<file path="src/rtl/gtech_ser8_tx.sv">
// ---------------------------------------------------------------------------
// gtech_ser8_tx
//
// Byte serializer. One 8-bit word is taken per VALID/READY handshake and
// shifted out on SO, one bit per CP cycle, framed by SOV and LAST.
//
// Parameters:
//   MSB_FIRST  - 0: D[0] leaves first, 1: D[7] leaves first.
//   IDLE_LEVEL - level held on SO whenever no frame is active.
//
// Optional build feature:
//   GTECH_SER8_TX_PARITY_EN - when defined, a ninth frame bit carrying even
//   parity (XOR of the 8 data bits) follows the data; LAST marks that bit.
//
// Ports:
//   CP    in   clock, rising edge active
//   R     in   asynchronous active-high reset
//   D     in   [7:0] parallel data word
//   VALID in   D is offered for transfer
//   READY out  a word is accepted at the next rising edge of CP
//   SO    out  serial data
//   SOV   out  high while SO carries a frame bit
//   LAST  out  high during the final bit of a frame
//
// Handshake: a word transfers on a rising CP edge where VALID and READY are
// both high. READY is a function of state and R only (never of VALID), and
// VALID/D are ignored on every other edge. READY is also high during LAST,
// so frames can run back-to-back with no idle gap.
// ---------------------------------------------------------------------------
module gtech_ser8_tx #(
  parameter int MSB_FIRST  = 0,
  parameter int IDLE_LEVEL = 1
) (
  input  logic       CP,
  input  logic       R,
  input  logic [7:0] D,
  input  logic       VALID,
  output logic       READY,
  output logic       SO,
  output logic       SOV,
  output logic       LAST
);

  // Index of the final frame bit (frame length minus one).
`ifdef GTECH_SER8_TX_PARITY_EN
  localparam logic [3:0] LAST_IDX = 4'd8;
`else
  localparam logic [3:0] LAST_IDX = 4'd7;
`endif

  typedef enum logic {
    ST_IDLE  = 1'b0,
    ST_SHIFT = 1'b1
  } state_t;

  state_t     state;
  state_t     state_nxt;
  logic [7:0] shreg;
  logic [7:0] shreg_nxt;
  logic [3:0] cnt;
  logic [3:0] cnt_nxt;

`ifdef GTECH_SER8_TX_PARITY_EN
  // Even parity of the word in flight, captured when the word is loaded.
  logic       par_bit;
  logic       par_nxt;
`endif

  logic       at_last;
  logic       xfer;
  logic       data_bit;
  logic       so_nxt;
  logic       sov_nxt;

  // Outputs below are decoded purely from registers, so there is no
  // combinational path from D or VALID to SO/SOV/LAST.
  assign at_last = (state == ST_SHIFT) && (cnt == LAST_IDX);
  assign READY   = !R && ((state == ST_IDLE) || at_last);
  assign xfer    = VALID && READY;

  // The bit currently presented comes from whichever end of the register the
  // configured order shifts out of.
  assign data_bit = (MSB_FIRST != 0) ? shreg[7] : shreg[0];

  // -------------------------------------------------------------------------
  // State register and datapath registers
  // -------------------------------------------------------------------------
  always_ff @(posedge CP or posedge R) begin
    if (R) begin
      state <= ST_IDLE;
      shreg <= 8'h00;
      cnt   <= 4'd0;
`ifdef GTECH_SER8_TX_PARITY_EN
      par_bit <= 1'b0;
`endif
    end else begin
      state <= state_nxt;
      shreg <= shreg_nxt;
      cnt   <= cnt_nxt;
`ifdef GTECH_SER8_TX_PARITY_EN
      par_bit <= par_nxt;
`endif
    end
  end

  // -------------------------------------------------------------------------
  // Next-state and output decode
  // -------------------------------------------------------------------------
  always_comb begin
    state_nxt = state;
    shreg_nxt = shreg;
    cnt_nxt   = cnt;
    so_nxt    = (IDLE_LEVEL != 0);
    sov_nxt   = 1'b0;
`ifdef GTECH_SER8_TX_PARITY_EN
    par_nxt   = par_bit;
`endif

    case (state)
      ST_IDLE: begin
        if (xfer) begin
          state_nxt = ST_SHIFT;
          shreg_nxt = D;
          cnt_nxt   = 4'd0;
`ifdef GTECH_SER8_TX_PARITY_EN
          par_nxt   = ^D;
`endif
        end
      end

      ST_SHIFT: begin
        sov_nxt = 1'b1;
`ifdef GTECH_SER8_TX_PARITY_EN
        // After the eight data bits the parity bit takes the line.
        so_nxt  = (cnt == 4'd8) ? par_bit : data_bit;
`else
        so_nxt  = data_bit;
`endif
        if (at_last) begin
          if (xfer) begin
            // Reload on the LAST edge: the next cycle carries bit 0 of the
            // new word, keeping the stream gapless.
            shreg_nxt = D;
            cnt_nxt   = 4'd0;
`ifdef GTECH_SER8_TX_PARITY_EN
            par_nxt   = ^D;
`endif
          end else begin
            state_nxt = ST_IDLE;
            cnt_nxt   = 4'd0;
          end
        end else begin
          if (MSB_FIRST != 0) begin
            shreg_nxt = {shreg[6:0], 1'b0};
          end else begin
            shreg_nxt = {1'b0, shreg[7:1]};
          end
          cnt_nxt = cnt + 4'd1;
        end
      end

      default: begin
        state_nxt = ST_IDLE;
      end
    endcase
  end

  assign SO   = so_nxt;
  assign SOV  = sov_nxt;
  assign LAST = at_last;

endmodule

</file>
<file path="config.mk">
export PLATFORM = sky130hd
export DESIGN_NAME = gtech_ser8_tx
export DESIGN_NICKNAME = d
export VERILOG_FILES = /design/src/rtl/gtech_ser8_tx.sv
export SDC_FILE = /design/constraint.sdc
export NUM_CORES = 1
export LEC_CHECK = 0
export BUFFER_PORTS_ARGS = -buffer_cell sky130_fd_sc_hd__buf_2
export CAP_MARGIN = 10
export CORE_AREA = 2 2 39 41
export CTS_CLUSTER_SIZE = 30
export DETAILED_ROUTE_END_ITERATION = 10
export DIE_AREA = 0 0 41 43
export PLACE_DENSITY = 0.76
export SLEW_MARGIN = 15
export SYNTH_ARGS = -nofsm -noshare
export SYNTH_HDL_FRONTEND = slang
export SYNTH_SLANG_ARGS = --single-unit
export TNS_END_PERCENT = 1
</file>
<file path="constraint.sdc">
create_clock -name CP -period 2.1 [get_ports CP]
set_clock_uncertainty 0.05 [all_clocks]
set_input_delay 0.42 -clock CP [delete_from_list [all_inputs] [get_ports CP]]
set_output_delay 0.42 -clock CP [all_outputs]
set_load 0.05 [all_outputs]
</file>
==> reports/qor.txt, run 1 <==
Initial Utilization = 49.2%
Final hold vios = 0
Post-synth top area share = 47.8%
Clk slew on worst S/H paths = 0.08 ns
# IOs = 15
Mapped cell area = 681 um^2
Ratio of cells with drive above 1 in the final layout = 39.2%
Worst EP arrival = 1.53 ns
Commonest cells after routing, fill and taps aside = dfrtp_1, buf_2, nand3_1
Syn-to-layout area delta = 14.7%
Setup Viol. Count Final = 0
Pre-Repair DR Iteration Count = 4
CTS Buf Count = 3
Slew Viols, Final = 0
Status = finished, final reports clean
# diodes = 0
CP max stage cell = dfrtp_1
CP top delay family = flip-flops
Critical R2R Launch = state
Worst-path cell chain = ha_2 > nand3b_4 > and2_4 > nor2_2 > clkbuf_4
Residual DRC = 0
Synth Net Count = 71
WHS = 0.127 ns
Static leakage = 0.000432 uW
Ys Warns = 0
Fmax = 0.501 GHz
Die H = 43 um
PortBufs = 14
R2R cell count = 3
Period utilization = 95.1%
Synth Register Bits = 13
Sequential area share after synthesis = 47.8%
CTS max path bufs = 2
Crit. End Element = output pin
Min-Delay Path Class = input pin to asynchronous set/reset pin
Setup crit start kind = flop
Placement Setup Slack = 0.338 ns
Synth cell types = 22
Max VDD drop = 0.601 mV
Worst Setup Slack, final = 0.102 ns
CTS H-tree depth = 1
Drt total wl = 1.12 mm
Cell taking the most area after synthesis = dfrtp_1
# rows = 14
Critical Path RT = 1.63 ns
Largest net degree at the start of global routing = 14
Vias in the first global route = 419
Gr ovfl total = 0
RePlAce Congestion = 0.726
Clk sinks = 13
R2R Path End = cnt[3]
CTS tree = yes
Crit path max fanout = 7
Post-CTS Setup Bufs = 0
Final antenna-violating net count = 0
Tightest Pin Transition = 0.492 ns
Routed via count = 479
Nets = 87
Die ar. = 1760 um^2
Area of the multi-input gates = 329 um^2
Worst Path Buf+Inv = 1
Relative slew margins = 67.2%
Die Width = 41 um
Mean area per synthesized cell = 11.5 um^2
Synth top area cells = dfrtp_1, mux2i_1, mux2_4
Max-cap violations = 0
Max incr delay on CP = 0.39 ns
Gr usage total = 15.4%
Post-DP HPWL = 828 um
Routed wire per std cell = 12.4 um
Setup TNS = 0 ns
R2r setup slk = 0.61 ns
Minimum clock period = 2.00 ns
RSZ-0062 raised after global routing = no
CORE AREA = 1380 um^2
First-pass GRT wire length = 1.83 mm
Sequential Area = 325 um^2
DR iter-0 viols = 3
Antenna violations before repair = 0
Cells after synthesis = 59
Setup CP Type = flop to output pin
Pwr Density = 1380 nW/um^2
Worst-skew pair later-pin latency = 0.28 ns
Fillers = 129
Vias per cell = 5.32
Root buf cell = clkbuf_4
-- timing repair --
action / 4_1_cts / 5_1_grt
endpoints found under the hold margin: 0 / 0
hold buffers: 0 / 0
setup endpoints to repair: 0 / 1
resized for setup: 0 / 2
-- synthesized netlist by cell type, drive strengths merged --
library cell / number
a32o: 1
and2: 1
buf: 3
dfrtp: 13
ha: 1
inv: 2
mux2: 6
mux2i: 5
nand2: 5
nand2b: 2
nand3: 7
nand3b: 1
nor2: 3
o211ai: 1
o21ai: 6
or4: 1
xor2: 1
-- state kept, by name, summed over array words and instances (netlist names) --
| register | cells |
|---|---|
| shreg | 8 |
| cnt | 4 |
| state | 1 |
-- cell type report --
type | count | area share (%)
Tap cell | 16 | 2.56
Multi-Input combinational cell | 41 | 42.1
Inverter | 2 | 0.962
Sequential cell | 13 | 41.7
Timing Repair Buffer | 14 | 9.29
Clock buffer | 4 | 3.37
-- worst max-delay path by stage --
stage	slack, ns	end	cells past startpoint	start
after CTS	0.03	READY	5	cnt[0]
final	0.10	READY	5	cnt[0]
after global placement	0.38	READY	5	cnt[0]
after global routing	0.02	READY	5	cnt[0]
after detailed placement	0.34	READY	5	cnt[0]
after floorplan	0.17	LAST	2	state
-- metrics by stage --
step	total power [uW]	utilization (%)	instances	area (um^2)
6_report	1080	56.4	90	781
5_1_grt	1150	56.4	90	781
4_1_cts	1080	56.1	90	776
3_5_place_dp	925	54.2	86	749
3_3_place_gp	910	54.2	86	749
2_1_floorplan	850	-	59	683
-- layer usage --
| metal | vias up | global-route usage [%] | wire [um] |
|---|---|---|---|
| li1 | 236 | - | - |
| met1 | 225 | 22.0 | 532 |
| met2 | 16 | 21.3 | 504 |
| met3 | 2 | 3.14 | 67 |
| met4 | 0 | 8.00 | 14 |
| met5 | - | 0 | 0 |
-- cells by family (layout without fill, tap and decap cells) --
family	count (synthesis)	count (layout)	synth area share [%]
AOI/OAI and AO/OA	8	8	7.72
xor gates and xnor gates	1	1	1.29
adders and majority gates	1	1	1.84
buffers and inverters	5	20	4.60
DFF	13	13	47.8
muxes	11	11	18.9
and+or+nand+nor	20	20	17.8
-- where the power goes --
group	leakage, uW	internal (uW)	switching (uW)
logic	0.000250	209	271
registers	0.000167	350	90.0
clock network	0.0000150	73.8	82.9
No activity file was read; power rests on OpenSTA's default activity.
==> run 2: changes to the inputs <==
Settings changed: CORE_AREA 2 2 39 41 to not set, CORE_UTILIZATION set to 45, DIE_AREA 0 0 41 43 to not set, PLACE_DENSITY 0.76 to 0.71.
Clock period 2.1 ns to 1.8 ns, I/O delays scaled along.
==> run 2 against run 1 <==
- core utilization rose by 7.4 points
- total power rose by 32%
- routed wire length rose by 20%
- first-iteration DRC count rose by 130%
- worst setup slack got worse by 0.070 ns
- via count rose by 8.6%
- hold slack got worse by 0.032 ns
- final cell count rose by 5.6%
- critical endpoint unchanged
- largest cell class unchanged
==> reports/qor.txt, run 2 (synthesis results as in run 1) <==
Status = finished, final reports clean
WHS = 0.0947 ns
Fillers = 114
Clock network fraction of design power = 13.0%
RSZ-0062 raised after global routing = yes
R2r setup slk = 0.30 ns
Routed wire per std cell = 14.1 um
Largest register FFs = 8
DR iter-0 viols = 7
Max VDD drop = 0.691 mV
Internal = 835 uW
Die ar. = 1670 um^2
Top Usage Layer GRT = met2
PortBufs = 14
Final instance area = 862 um^2
Final hold vios = 0
R2R Path End = shreg[5]
Setup TNS = 0 ns
CTS max path bufs = 2
Met1 usage = 24.4%
Ratio of cells with drive above 1 in the final layout = 46.3%
Min-Delay Path Class = input pin to asynchronous set/reset pin
Gr ovfl total = 0
Util after Layout = 63.9%
Period utilization = 98.2%
Seq pwr share = 36.3%
Largest net degree at the start of global routing = 14
Worst-skew pair later-pin latency = 0.28 ns
# IOs = 15
Most common cell after layout, fill and taps aside = dfrtp_1
First-pass GRT wire length = 2.08 mm
R2R cell count = 5
Area of placed instances = 766 um^2
Crit path max fanout = 3
Cts hold-fix bufs = 0
Pwr Density = 1640 nW/um^2
Gr usage total = 19.7%
CTS H-tree depth = 1
Pre-Repair DR Iteration Count = 4
CTS Buf Count = 3
Critical Path RT = 1.39 ns
Setup Viol. Count Final = 0
Static leakage = 0.000468 uW
Routed via count = 520
P_sw = 583 uW
Relative slew margins = 64.2%
Fmax = 0.566 GHz
Final antenna-violating net count = 0
Slew Viols, Final = 0
Die H = 40.9 um
Nets = 93
Minimum clock period = 1.77 ns
Combinational cell fraction of total power = 50.8%
Vias per cell = 5.47
# rows = 13
CTS tree = yes
Tightest Pin Transition = 0.536 ns
Top reg by flops = shreg
Setup crit start kind = flop
Antenna violations before repair = 0
Syn-to-layout area delta = 26.7%
# diodes = 0
Post-DP HPWL = 913 um
Met3 usage = 3.26%
Total chip power = 1420 uW
Drt total wl = 1.34 mm
Vias in the first global route = 486
Die Width = 40.9 um
Max-cap violations = 0
RePlAce Congestion = 0.697
Top Registers = shreg x8, cnt x4, state x1
Commonest cells after routing, fill and taps aside = dfrtp_1, buf_2, nand3_1
Setup CP Type = flop to output pin
Initial Utilization = 50.4%
Clk slew on worst S/H paths = 0.09 ns
Met2 global-route usage = 32.4%
CORE AREA = 1350 um^2
Residual DRC = 0
Root buf cell = clkbuf_4
Critical R2R Launch = cnt[0]
Crit. End Element = output pin
Clk sinks = 13
Worst EP arrival = 1.36 ns
Switching part of the total = 41.1%
## run 2: worst max-delay path by stage
stage,from,to,slack (ns)
floorplan,cnt[0],READY,-0.02
global placement,cnt[0],READY,0.19
detailed placement,cnt[0],READY,0.14
CTS,cnt[1],READY,0.006
global route,cnt[0],READY,-0.04
finish,cnt[0],READY,0.03
## run 2: metrics by stage
step | cells | setup WS, ns
floorplan | 59 | -0.0231
global placement | 87 | 0.189
detailed placement | 87 | 0.141
CTS | 93 | 0.00619
global route | 95 | -0.0395
finish | 95 | 0.0319
## run 2: critical path, stage by stage, from the launching register on
cell	delay, ns
dfrtp_1	0.41
ha_4	0.18
nand3b_4	0.08
and2_4	0.18
nor2_4	0.08
buf_6	0.16
## run 2: power by group through the flow
stage                     Clock [uW]  Sequential (uW)  Combinational (uW)
after floorplan                    0              508                 487
after global placement             0              506                 584
after detailed placement           0              515                 594
after CTS                        188              512                 664
after global routing             201              529                 790
final                            184              514                 720
## run 2: area by class of cell
cell class                 count  area, um^2  share of cell area (%)
inverter                       2        7.51                   0.871
sequential                    13         325                    37.7
timing repair buffer          20         131                    15.2
tap                           15        18.8                    2.18
multi-input combinational     41         352                    40.8
clock buffer                   3        22.5                    2.61
clock inverter                 1        5.00                   0.581
## run 2: timing repair
action / CTS / global route
cloned: 0 / 0
endpoints found under the setup margin: 2 / 2
pin swaps: 1 / 1
buffers inserted: 2 / 2
gates resized for setup: 5 / 4
## run 2: layer usage
layer / share of wire [%] / wire [um]
met4: 0.37 / 5
met3: 4.1 / 55
met2: 49 / 661
met5: 0 / 0
met1: 46 / 621
